### src/rtl/cs_stream_feeder.sv
// cs_stream_feeder: small FIFO front end that feeds the 3x3 CS filter one sample
// per clock without gaps, restarts the filter on underrun and returns each valid
// filter result with a one-cycle strobe and a running result index.
module cs_stream_feeder #(
  parameter int DEPTH       = 16,
  parameter int START_LEVEL = 9
) (
  input  logic        clk,
  input  logic        reset,
  input  logic [7:0]  in_data,
  input  logic        in_valid,
  output logic        in_ready,
  output logic [7:0]  cs_x,
  output logic        cs_rst,
  input  logic [9:0]  cs_y,
  output logic [9:0]  out_y,
  output logic        out_valid,
  output logic [15:0] out_idx,
  output logic [7:0]  underrun_cnt,
  output logic        streaming
);

  localparam int          AW        = $clog2(DEPTH);
  localparam logic [AW:0] START_LVL = (AW + 1)'(START_LEVEL);
  // The filter window holds nine samples; results are meaningful from the 9th on.
  localparam logic [3:0]  FILL_MAX  = 4'd9;

  typedef enum logic [0:0] {
    ST_IDLE   = 1'b0,
    ST_STREAM = 1'b1
  } state_e;

  state_e      state_q, state_d;
  logic [AW:0] wr_ptr_q, wr_ptr_d;
  logic [AW:0] rd_ptr_q, rd_ptr_d;
  logic [7:0]  mem_q [DEPTH];
  logic [3:0]  fill_q, fill_d;
  logic [7:0]  underrun_cnt_q, underrun_cnt_d;
  logic        cap_pend_q, cap_pend_d;
  logic [9:0]  out_y_q, out_y_d;
  logic        out_valid_q, out_valid_d;
  logic [15:0] out_idx_q, out_idx_d;

  logic        empty_s, full_s, push_s, pop_s;
  logic [AW:0] count_s;
  logic [7:0]  cs_x_s;

  // Pointer-compare FIFO status; the extra wrap bit separates full from empty.
  assign empty_s = (wr_ptr_q == rd_ptr_q);
  assign full_s  = (wr_ptr_q[AW] != rd_ptr_q[AW]) &&
                   (wr_ptr_q[AW-1:0] == rd_ptr_q[AW-1:0]);
  assign count_s = wr_ptr_q - rd_ptr_q;
  assign push_s  = in_valid && !full_s && !reset;

  // Next-state, FIFO pop, window fill tracking and result capture.
  always_comb begin
    state_d        = state_q;
    fill_d         = fill_q;
    underrun_cnt_d = underrun_cnt_q;
    cap_pend_d     = 1'b0;
    pop_s          = 1'b0;
    cs_x_s         = 8'd0;
    // A sample flagged last cycle has its filter output on cs_y now.
    out_valid_d    = cap_pend_q;
    out_y_d        = cap_pend_q ? cs_y : out_y_q;
    // The index advances only after the strobed result has been presented.
    out_idx_d      = out_valid_q ? (out_idx_q + 16'd1) : out_idx_q;
    case (state_q)
      ST_IDLE: begin
        if (count_s >= START_LVL) begin
          state_d = ST_STREAM;
        end else begin
          state_d = ST_IDLE;
        end
      end
      ST_STREAM: begin
        if (!empty_s) begin
          pop_s      = 1'b1;
          cs_x_s     = mem_q[rd_ptr_q[AW-1:0]];
          fill_d     = (fill_q == FILL_MAX) ? FILL_MAX : (fill_q + 4'd1);
          cap_pend_d = (fill_q >= (FILL_MAX - 4'd1));
        end else begin
          // Underrun: the filter window is broken, so restart from scratch.
          state_d        = ST_IDLE;
          fill_d         = 4'd0;
          underrun_cnt_d = (underrun_cnt_q == 8'd255) ? 8'd255 : (underrun_cnt_q + 8'd1);
        end
      end
      default: begin
        state_d = ST_IDLE;
        fill_d  = 4'd0;
      end
    endcase
    wr_ptr_d = wr_ptr_q + {{AW{1'b0}}, push_s};
    rd_ptr_d = rd_ptr_q + {{AW{1'b0}}, pop_s};
  end

  // Control and result registers with synchronous reset.
  always_ff @(posedge clk) begin
    if (reset) begin
      state_q        <= ST_IDLE;
      wr_ptr_q       <= '0;
      rd_ptr_q       <= '0;
      fill_q         <= 4'd0;
      underrun_cnt_q <= 8'd0;
      cap_pend_q     <= 1'b0;
      out_y_q        <= 10'd0;
      out_valid_q    <= 1'b0;
      out_idx_q      <= 16'd0;
    end else begin
      state_q        <= state_d;
      wr_ptr_q       <= wr_ptr_d;
      rd_ptr_q       <= rd_ptr_d;
      fill_q         <= fill_d;
      underrun_cnt_q <= underrun_cnt_d;
      cap_pend_q     <= cap_pend_d;
      out_y_q        <= out_y_d;
      out_valid_q    <= out_valid_d;
      out_idx_q      <= out_idx_d;
    end
  end

  // FIFO storage; contents need no reset because the pointers define validity.
  always_ff @(posedge clk) begin
    if (push_s) begin
      mem_q[wr_ptr_q[AW-1:0]] <= in_data;
    end
  end

  assign in_ready     = !full_s && !reset;
  assign cs_x         = cs_x_s;
  assign cs_rst       = (state_q == ST_IDLE) || reset;
  assign out_y        = out_y_q;
  assign out_valid    = out_valid_q;
  assign out_idx      = out_idx_q;
  assign underrun_cnt = underrun_cnt_q;
  assign streaming    = (state_q == ST_STREAM);

endmodule

### config.mk
export PLATFORM = sky130hd
export DESIGN_NAME = cs_stream_feeder
export DESIGN_NICKNAME = d
export VERILOG_FILES = /design/src/rtl/cs_stream_feeder.sv
export SDC_FILE = /design/constraint.sdc
export NUM_CORES = 1
export LEC_CHECK = 0
export CAP_MARGIN = 20
export CORE_MARGIN = 4
export CORE_UTILIZATION = 25
export CTS_CLUSTER_DIAMETER = 120
export CTS_CLUSTER_SIZE = 30
export DETAILED_ROUTE_END_ITERATION = 16
export GPL_TIMING_DRIVEN = 0
export PLACE_DENSITY = 0.49
export SYNTH_ARGS = -nofsm -noshare
export SYNTH_HDL_FRONTEND = slang
export SYNTH_SLANG_ARGS = --single-unit
export TNS_END_PERCENT = 100
### constraint.sdc
create_clock -name clk -period 3.9 [get_ports clk]
set_clock_uncertainty 0.1 [all_clocks]
set_input_delay 0.585 -clock clk [delete_from_list [all_inputs] [get_ports clk]]
set_output_delay 0.585 -clock clk [all_outputs]
set_load 0.02 [all_outputs]
Word-level counts from Yosys, hierarchy flattened
Memories as Yosys holds them, arrays and structs flattened. A register that Yosys moved wholly into a read port is not among the register bits.
Cells that the tools add are included.
{"block": "word_totals", "in_bits": 21, "ramBits": 128, "n_memories": 1, "register_bits": 51}
{"name": "mem_q", "words": 16, "width": 8, "read_ports": 1, "rd_clocked_by_memory_dff": 1, "write_ports": 1, "line": "36", "text": "logic [7:0] mem_q [DEPTH];"}
{"block": "classes", "addsub": 6, "n_eq_ne": 5, "magnitude_cmp": 2, "bitwise": 1, "muxes": 12, "reduce_logical": 9}
{"operator": "$mux 8", "n": 3}
{"operator": "$add 16x1->16 const B", "n": 1}
{"operator": "$mux 4", "n": 3}
{"operator": "$add 5x1->5", "n": 2}
{"operator": "$add 8x1->8 const B", "n": 1}
{"operator": "$eq 8x8->1 const B", "n": 1}
{"operator": "$eq 5x5->1", "n": 1}
{"operator": "$ge 5x4->1 const B", "n": 1}
{"operator": "$mux 1", "n": 5}
{"operator": "$sub 5x5->5", "n": 1}
{"operator": "$add 4x1->4 const B", "n": 1}
{"operator": "$eq 4x4->1", "n": 1}
{"operator": "$eq 4x4->1 const B", "n": 1}
{"operator": "$ge 4x4->1 const B", "n": 1}
{"operator": "$logic_and 1x1->1", "n": 4}
{"operator": "$reduce_or 3->1", "n": 1}
{"operator": "$logic_not 1->1", "n": 2}
{"operator": "$pmux 1 s2", "n": 1}
{"operator": "$reduce_and 2->1", "n": 1}
{"operator": "$logic_or 1x1->1", "n": 1}
{"operator": "$ne 1x1->1", "n": 1}
{"operator": "$not 1->1", "n": 1}

Depth between registers and ports, before layout
Gate-level depths: netlist of run 1.
{"block": "depth", "ltp_word": 7, "mapped_depth": 13}

Least setup slack after synthesis of run 1
Ideal clock, no wire load.
{"block": "synth_timing", "path_type": "reg2reg", "from": "register rd_ptr_q[3]", "to": "memory mem_q[3][0] (enable)", "setup_slack_ns": 0.768, "arrival_time_ns": 2.648, "setup_time_ns": 0.383, "path_stages_with_launch": 10, "path_buffers": 2, "period_less_slack_ns": 3.132, "required_ns": 3.417, "cell_sequence": "dfxtp_1 buf_2 buf_1 inv_1 ha_1 and4_2 nor2b_2 nor3b_4 nand3_1 nor3_1"}
{"block": "synth_via", "elab_chain_cells": 7}
{"item": "from (decl)", "line": "35", "text": "logic [AW:0] rd_ptr_q, rd_ptr_d;"}
{"item": "from (signal assigned)", "line": "113", "text": "rd_ptr_q <= rd_ptr_d;"}
{"item": "$eq 4x4->1", "line": "51", "text": "(wr_ptr_q[AW-1:0] == rd_ptr_q[AW-1:0]);"}
{"item": "$logic_and 1x1->1", "line": "50", "text": "assign full_s = (wr_ptr_q[AW] != rd_ptr_q[AW]) &&"}
{"item": "$logic_not 1->1", "line": "53", "text": "assign push_s = in_valid && !full_s && !reset;"}
{"item": "$logic_and 1x1->1 (2 in series)", "line": "53"}
{"item": "$mux 1", "line": "125", "text": "if (push_s) begin"}
{"item": "$mux 1 (not written as such)", "line": "126", "text": "mem_q[wr_ptr_q[AW-1:0]] <= in_data;"}
{"item": "to (decl)", "line": "36"}
Every way passes these cells.

Final worst setup path of run 1
{"block": "layout_timing", "from": "register rd_ptr_q[3]", "to": "output cs_x[5]"}
{"block": "layout_via", "elab_chain_cells": 3}
{"item": "$eq 5x5->1", "line": "49", "text": "assign empty_s = (wr_ptr_q == rd_ptr_q);"}
{"item": "$mux 8", "line": "77", "text": "if (!empty_s) begin"}
{"item": "$mux 8", "line": "68", "text": "case (state_q)"}
{"item": "to (decl)", "line": "13", "text": "output logic [7:0] cs_x,"}
Every way passes these cells.

==> results of run 1 <==
## what timing repair did
action,4_1_cts,5_1_grt
endpoints found under the setup margin,129,8
hold buffers,0,0
buffers inserted,0,0
resized for setup,18,17
## synth_stat cells (all sizes together) (10+ instances only)
| library cell | number | area share |
|---|---|---|
| nor3 | 12 | 0.0090 |
| ha | 10 | 0.017 |
| nor2 | 57 | 0.031 |
| dfxtp | 51 | 0.14 |
| edfxtp | 128 | 0.53 |
| a21oi | 10 | 0.0069 |
| xor2 | 17 | 0.021 |
| mux4 | 32 | 0.10 |
| inv | 11 | 0.0057 |
| mux2i | 27 | 0.038 |
| buf | 11 | 0.0094 |
| nand2 | 13 | 0.0068 |
| nand3 | 18 | 0.014 |
## metrics by stage
stage	setup WS, ns	cells	utilization
floorplan	0.768	464	-
global placement	-0.487	907	0.296
detailed placement	-0.491	907	0.297
CTS	0.00391	939	0.320
global route	-0.0144	939	0.319
finish	0.184	939	0.319
## state kept, by name (all words and copies together) (netlist names)
signal	count
wr_ptr_q	5
mem_q	128
streaming	1
cap_pend_q	1
underrun_cnt	8
out_idx	16
out_valid	1
rd_ptr_q	5
out_y	10
fill_q	4
## worst paths after layout
kind | from | slack, ns | end
setup / recovery | rd_ptr_q[3] | 0.18 | cs_x[5]
hold / removal | reset | 0.27 | out_valid
setup reg to reg | rd_ptr_q[3] | 0.47 | mem_q[15][7]
hold reg to reg | out_y[2] | 0.40 | out_y[2]
## kinds of logic after synthesis
kind of cell	count (synthesis)	synth area share
AO/OA/AOI/OAI	33	0.0287
XOR/XNOR	25	0.0314
adder cells (fa/ha/maj)	11	0.0201
buffers and inverters	30	0.0195
flip-flops	179	0.675
multiplexers	59	0.138
AND/OR/NAND/NOR	127	0.0874
## area by class of cell
class / instances / area (µm²) / area share
Multi-Input combinational cell: 255 / 2250 / 0.251
Clock buffer: 17 / 425 / 0.0474
Tap cell: 378 / 473 / 0.0527
Clock inverter: 15 / 196 / 0.0219
Buffer: 19 / 113 / 0.0125
Inverter: 11 / 41.3 / 0.00460
Timing Repair Buffer: 65 / 611 / 0.0680
Sequential cell: 179 / 4860 / 0.542
## per-layer routing
| layer | track usage | up-vias | routed length, µm |
|---|---|---|---|
| met3 | 0.0332 | 11 | 1020 |
| met1 | 0.143 | 2082 | 7350 |
| met5 | 0 | - | 0 |
| met2 | 0.170 | 101 | 7700 |
| li1 | - | 1935 | - |
| met4 | 0.0216 | 0 | 105 |
## power groups by stage
stage	Combinational, W	Sequential, W	Clock (W)
after global routing	0.000113	0.00205	0.00188
after detailed placement	0.000104	0.00209	0
final	0.000102	0.00205	0.00175
after global placement	0.000101	0.00209	0
after CTS	0.000105	0.00205	0.00180
after floorplan	0.0000437	0.00209	0
==> reports/metrics.cfg, run 1 <==
[die]
die_area_um2 = 31600
core_um2 = 28100
fp.dieH_um = 178
die_width_um = 178
rows = 61
start_util = 0.256
io_pins = 67

[critical_path]
critPathBufInv = 5
path_class = reg -> out
cp-start-kind = register
worstPathArrival_ns = 3.03
r2r_cells = 9
crit_slowest_cell = ha_1
worst-path-max-fanout = 10
path_depth = 11
path_delay_family = buffers and inverters
cp.required_ns = 3.21
cp_cell_sequence = buf_2 -> buf_6 -> inv_1 -> ha_1 -> and4_2 -> nand2_1 -> nand2_1 -> inv_1 -> nand2_2 -> o22ai_2 -> clkbuf_2
endpoint_kind = output port
slowest_delay_ns = 0.33

[timing]
finalCritPeriodShare = 0.953
drv_slew = 0
final_hold_viol_count = 0
rsz0062_at_grt = yes
max_freq_mhz = 269
whs_ns = 0.269
setup_viol = 0
tns_ns = 0
worst_slew_pin_slew_ns = 0.986
max_slew_margin = 0.341
period_needed_ns = 3.72

[synth]
synth.yosys.seq_area_share = 0.675
synth_edf_count = 128
ys_warn_count = 0
synth_nets = 496
async_flop_share = 0
synth.avg_cell_area_um2 = 15.5
ys_ff_latch = 179
netlist_instances = 464
ys_types = 45
syn-cell-area_um2 = 7200
synth_ff_type = edfxtp_1

[cts]
cts-root-buf = clkbuf_16
clkSlewWorstSetupHoldPaths_ns = 0.08
clock_sinks = 179
clockBufferDepth = 2
clk_latency_ns = 0.43
cts_buffers = 17
htree_levels = 4
cts_tree = yes

[pwr]
power.share.combinational = 0.026
swShare = 0.239
p_total_w = 0.00390
seq_power_share = 0.525
power.share.clock = 0.449
switchingPower_w = 0.000933
internal_power_w = 0.00297
peakVddDrop_mv = 0.271
powerDensity_nw_per_um2 = 434
p_leak_nw = 2.92

[cells_and_area]
areaGrowthSynthToFinish_pct = 24.6
fin_area_um2 = 8970
fin_nets = 580
layout_common_cells = edfxtp_1 (128), clkdlybuf4s50_1 (57), nor2_1 (56), dfxtp_1 (51), mux4_2 (32)
nFillCells = 2824
final_common_cell = edfxtp_1
n_antenna_cell = 0
drive_gt1_frac = 0.182

[placed_design]
dp_hpwl_mm = 10.9
post_dp_cell_area_um2 = 8350
place.gp.congestion = 0.752
port_buffers = 65

[drt]
wl_mm = 16.2
via_count = 4129
routed_via_density = 4.40
post-route-drc-count = 0
post_drt_wl_per_cell_um = 17.2
antenna_left = 0
drtIter0Drc = 209
drt_first_pass_iters = 4

[status]
status = complete, no violations

[grt]
grt_use_total = 0.106
grt_max_degree = 22
grt_overflow = 0
grt_pass1_wl_mm = 25.4
antenna_found_initial = 0
first_global_vias = 4405

[min_path]
holdPathStages = 2
hold_path.class = in -> reg

[run]
maxCapViolations = 0

(Power assumes the default switching activity.)
==> inputs of run 2 (changes only) <==
Settings changed: CORE_MARGIN 4 to 8.
==> run 2 against run 1 <==
  * Count of clock-buffer cells in the layout did not move
  * Die area increased by 9.2%
  * Setup slack gained 0.015 ns
  * Final cell count increased by 0.96%
  * Critical path type unchanged
  * Critical endpoint is now cs_x[7]
  * Largest power group unchanged
  * Highest routed layer unchanged
==> reports/metrics.cfg, run 2 (synthesis results as in run 1) <==
[die]
die_area_um2 = 34500  ; +9.2%
fp.dieH_um = 186  ; +4.5%
die_width_um = 186  ; +4.5%
core_um2 = 28500  ; +1.6%
rows = 62  ; +1.6%
io_pins = 67  ; unchanged
start_util = 0.252  ; -0.00414

[min_path]
min_from = reset
holdPathStages = 2  ; unchanged
min_to = out_valid
hold_path.class = in -> reg

[timing]
drv_slew = 0  ; unchanged
tns_ns = 0  ; unchanged
max_freq_mhz = 270  ; +0.42%
rsz0062_at_grt = no
finalCritPeriodShare = 0.949  ; -0.00397
final_hold_viol_count = 0  ; unchanged
max_slew_margin = 0.340  ; about the same
period_needed_ns = 3.70  ; -0.0155 ns
worst_slew_pin_slew_ns = 0.986  ; +0.000145 ns
layout_setup_ws_ns = 0.199  ; +0.0155 ns
setup_viol = 0  ; unchanged

[cts]
clock_sinks = 179  ; unchanged
cts_tree = yes
cts-root-buf = clkbuf_16
post-cts-setup-buffers = 0  ; unchanged
clkSlewWorstSetupHoldPaths_ns = 0.07  ; about the same
cts_buffers = 17  ; unchanged
clk_latency_ns = 0.43  ; about the same
htree_levels = 4  ; unchanged
clockBufferDepth = 2  ; unchanged

[drt]
wl_mm = 16.7  ; +2.9%
drtIter0Drc = 251  ; +20%
antenna_left = 0  ; unchanged
post-route-drc-count = 0  ; unchanged
routed_via_density = 4.36  ; -0.83%
via_count = 4134  ; +0.12%
drt_first_pass_iters = 4  ; unchanged
post_drt_wl_per_cell_um = 17.6  ; +2.0%

[cells_and_area]
areaGrowthSynthToFinish_pct = 25.1
largest_register_ffs = 128  ; unchanged
final_common_cell = edfxtp_1
layout_common_cells = edfxtp_1 (128), clkdlybuf4s50_1 (57), nor2_1 (56), dfxtp_1 (51), mux4_2 (32)
n_antenna_cell = 0  ; unchanged
fin_nets = 583  ; +0.52%
drive_gt1_frac = 0.183  ; +0.000806
utilization = 0.316  ; -0.00388

[critical_path]
r2r_end = mem_q[4][7]
worst-path-max-fanout = 10  ; unchanged
r2r_cells = 9  ; unchanged
path_class = reg -> out
cp-start-kind = register
startpoint = rd_ptr_q[3]
worstPathArrival_ns = 3.02  ; about the same
endpoint_kind = output port
cp.required_ns = 3.21  ; about the same
reg2reg_slack_ns = 0.45  ; -0.02 ns
r2r_start = rd_ptr_q[3]

[placed_design]
place.gp.congestion = 0.780  ; +3.6%
pre_cts_ws_ns = -0.540  ; -0.0484 ns
port_buffers = 65  ; unchanged
dp_hpwl_mm = 11.3  ; +4.2%

[grt]
grt_use_total = 0.0994  ; -0.00703
grt_pass1_wl_mm = 25.9  ; +1.9%
antenna_found_initial = 0  ; unchanged
grt_max_degree = 19  ; -14%
first_global_vias = 4506  ; +2.3%
grt_overflow = 0  ; unchanged

[pwr]
powerDensity_nw_per_um2 = 421  ; -3.1%
peakVddDrop_mv = 0.230  ; -15%
p_leak_nw = 2.95  ; +0.88%

[run]
maxCapViolations = 0  ; unchanged

[status]
status = complete, no violations

-- run 2: power breakdown --
part,internal [W],switching [W],leakage [nW]
registers,0.00204,0.00000497,1.56
clock network,0.000847,0.000794,0.280
logic,0.0000410,0.0000608,1.10
total,0.00293,0.000860,2.95
-- run 2: routing by layer --
metal,vias up,share of wire,GRT usage
met5,-,0,0
met4,0,0.0085,0.0264
met3,10,0.061,0.0316
met2,89,0.49,0.168
met1,2091,0.44,0.121
li1,1944,-,-
-- run 2: through the flow --
stage	total power (W)	instances	instance area, µm²	hold WS (ns)
after floorplan	0.00213	464	7200	0.358
after global placement	0.00219	913	8330	0.379
after detailed placement	0.00219	915	8380	0.389
after CTS	0.00383	947	8970	0.265
after global routing	0.00392	948	9010	0.275
final	0.00379	948	9010	0.283
-- run 2: worst max-delay path: stages, from the launching register on --
cell and delay (ns):
dfxtp_1 0.30, buf_2 0.20, buf_6 0.21, inv_1 0.10, ha_1 0.33, and4_2 0.30
nand2_1 0.17, nand2_1 0.14, inv_2 0.16, nand2_4 0.13, o22ai_1 0.20, dlygate4sd2_1 0.35
-- run 2: what timing repair did --
item                       4_1_cts  5_1_grt
gates resized for setup         23       12
hold buffers                     0        0
setup endpoints to repair      121        8
-- run 2: worst max path at each step --
stage,to,slack (ns),depth (start not counted)
CTS,cs_x[1],-0.003,11
floorplan,mem_q[3][0],0.77,9
finish,cs_x[7],0.20,11
global route,cs_x[7],0.05,11
detailed placement,cs_x[0],-0.54,11
global placement,mem_q[2][2],-0.67,9
-- run 2: cell type report --
cell class	count	area (µm²)
sequential	179	4860
clock buffer	17	425
fill	2853	19500
clock inverter	15	143
inverter	11	41.3
buffer	19	113
tap	384	480
multi-input combinational	255	2270
timing repair buffer	68	677
==> inputs of run 3 (changes only) <==
Settings changed: RECOVER_POWER set to 100.
==> run 3 against run 2 <==
  * Flip-flop and latch count did not move
  * Global-route usage unchanged
  * Core utilization fell by 0.25 points
  * Final cell count stayed put
  * Combinational power down 5%
  * Critical path depth stayed put
  * Sequential power barely moved
  * Setup slack lost 0.0022 ns
  * Clock power about the same
  * Count of clock-buffer cells in the layout stayed put
  * Worst hold slack improved by 0.11 ns
  * Maximum frequency barely moved
  * Critical path type unchanged
  * Critical endpoint is now cs_x[6]
==> reports/metrics.cfg, run 3 (synthesis results as in run 1) <==
[grt]
first_global_vias = 4506  ; unchanged
use_met2 = 0.168  ; unchanged
busiest_layer = met2
antenna_found_initial = 0  ; unchanged
grt_pass1_wl_mm = 25.9  ; unchanged
grt_util_met1 = 0.121  ; unchanged
grt_use_total = 0.0994  ; unchanged
grt_max_degree = 19  ; unchanged
met3_usage = 0.0316  ; unchanged
grt_overflow = 0  ; unchanged

[pwr]
swShare = 0.227  ; about the same
switchingPower_w = 0.000858  ; -0.21%
seq_power_share = 0.541  ; about the same
powerDensity_nw_per_um2 = 424  ; +0.66%
power.share.clock = 0.434  ; about the same
p_leak_nw = 3.04  ; +2.9%
internal_power_w = 0.00293  ; -0.14%
p_total_w = 0.00379  ; -0.16%
power.share.combinational = 0.026  ; about the same
peakVddDrop_mv = 0.228  ; -0.55%

[critical_path]
cp.required_ns = 3.21  ; about the same
worst-path-max-fanout = 10  ; unchanged
slowest_delay_ns = 0.35  ; about the same
cp-start-kind = register
path_delay_family = buffers and inverters
crit_slowest_cell = clkdlybuf4s15_1
endpoint_kind = output port
path_class = reg -> out
worstPathArrival_ns = 3.02  ; about the same
critPathBufInv = 5  ; unchanged
cp_cell_sequence = buf_2 -> buf_6 -> inv_1 -> ha_1 -> and4_1 -> nand2_1 -> nand2_1 -> inv_1 -> nand2_4 -> o22ai_2 -> clkdlybuf4s15_1

[die]
fp.dieH_um = 186  ; unchanged
start_util = 0.252  ; unchanged
io_pins = 67  ; unchanged
rows = 62  ; unchanged
die_area_um2 = 34500  ; unchanged
die_width_um = 186  ; unchanged
core_um2 = 28500  ; unchanged

[timing]
max_slew_margin = 0.349  ; +0.00874
setup_viol = 0  ; unchanged
max_freq_mhz = 270  ; about the same
drv_slew = 0  ; unchanged
worst_slew_pin_slew_ns = 0.973  ; -0.0131 ns
rsz0062_at_grt = no
layout_setup_ws_ns = 0.197  ; -0.00218 ns
period_needed_ns = 3.70  ; +0.00218 ns
final_hold_viol_count = 0  ; unchanged
finalCritPeriodShare = 0.949  ; about the same
tns_ns = 0  ; unchanged

[cts]
htree_levels = 4  ; unchanged
cts_hold_buf = 0  ; unchanged
clkSlewWorstSetupHoldPaths_ns = 0.07  ; about the same
cts_tree = yes
clk_latency_ns = 0.42  ; about the same
clock_sinks = 179  ; unchanged
clockBufferDepth = 2  ; unchanged
cts-root-buf = clkbuf_16
cts_buffers = 17  ; unchanged

[placed_design]
post_dp_cell_area_um2 = 8380  ; unchanged
pre_cts_ws_ns = -0.540  ; unchanged
port_buffers = 65  ; unchanged
place.gp.congestion = 0.780  ; unchanged
dp_cells = 915  ; unchanged
dp_hpwl_mm = 11.3  ; unchanged

[drt]
post-route-drc-count = 0  ; unchanged
routed_via_density = 4.38  ; +0.48%
drt_first_pass_iters = 4  ; unchanged
wl_mm = 16.7  ; about the same
post_drt_wl_per_cell_um = 17.6  ; about the same
via_count = 4154  ; +0.48%
drtIter0Drc = 258  ; +2.8%
antenna_left = 0  ; unchanged

[cells_and_area]
final_common_cell = edfxtp_1
ff_latch_area_um2 = 4860  ; unchanged
layout_common_cells = edfxtp_1 (128), nor2_1 (57), dfxtp_1 (51), dlygate4sd3_1 (46), mux4_2 (32)
areaGrowthSynthToFinish_pct = 24.1
drive_gt1_frac = 0.151  ; -0.0319
n_antenna_cell = 0  ; unchanged
fin_nets = 583  ; unchanged
fin_cells = 948  ; unchanged
largest_register_ffs = 128  ; unchanged
multiInputGateArea_um2 = 2230  ; -1.5%
nFillCells = 2866  ; +0.46%
fin_area_um2 = 8940  ; -0.81%

[min_path]
hold_path.class = reg -> reg

[run]
maxCapViolations = 0  ; unchanged

[status]
status = complete, no violations

==> run 3: worst paths after layout <==
path	startpoint	depth (start not counted)	slack, ns	end
max	rd_ptr_q[3]	11	0.20	cs_x[6]
min	fill_q[3]	2	0.40	cap_pend_q
max reg2reg	rd_ptr_q[3]	10	0.44	mem_q[11][4]
min reg2reg	fill_q[3]	2	0.40	cap_pend_q
==> run 3: metal layers <==
metal | vias up | part of all wire
li1 | 1942 | -
met1 | 2103 | 0.43
met2 | 103 | 0.50
met3 | 6 | 0.065
met4 | 0 | 0.0058
met5 | - | 0
==> run 3: final cells by class <==
| type | count | share of cell area |
|---|---|---|
| plain buffers | 19 | 0.0115 |
| clock buffers | 17 | 0.0476 |
| clock inverters | 15 | 0.0160 |
| inverters | 11 | 0.00462 |
| multi-input cells | 255 | 0.250 |
| flip-flops and latches | 179 | 0.544 |
| well taps | 384 | 0.0538 |
| repair buffers | 68 | 0.0725 |
==> run 3: what timing repair did <==
item	4_1_cts	5_1_grt
setup endpoints to repair	121	8
resized for setup	23	12
setup buffers	0	0
==> run 3: power by group through the flow <==
stage | logic (W) | clock network (W) | registers (W)
floorplan | 0.0000437 | 0 | 0.00209
global placement | 0.0000987 | 0 | 0.00209
detailed placement | 0.000103 | 0 | 0.00209
CTS | 0.000104 | 0.00168 | 0.00205
global route | 0.000106 | 0.00176 | 0.00205
finish | 0.0000965 | 0.00164 | 0.00205
==> run 3: worst reg2reg max path, cell delays in order (launching register included) <==
cell and delay (ns):
dfxtp_1 0.30, buf_2 0.21, buf_6 0.21, inv_1 0.10, ha_1 0.33, and4_1 0.27, nor2b_1 0.20, nor3b_4 0.32
nand3_1 0.22, nor2_1 0.47, clkbuf_1 0.39
==> run 3: metrics by stage <==
step,utilization,hold WS [ns]
floorplan,-,0.358
global placement,0.292,0.379
detailed placement,0.293,0.389
CTS,0.314,0.265
global route,0.313,0.423
finish,0.313,0.398
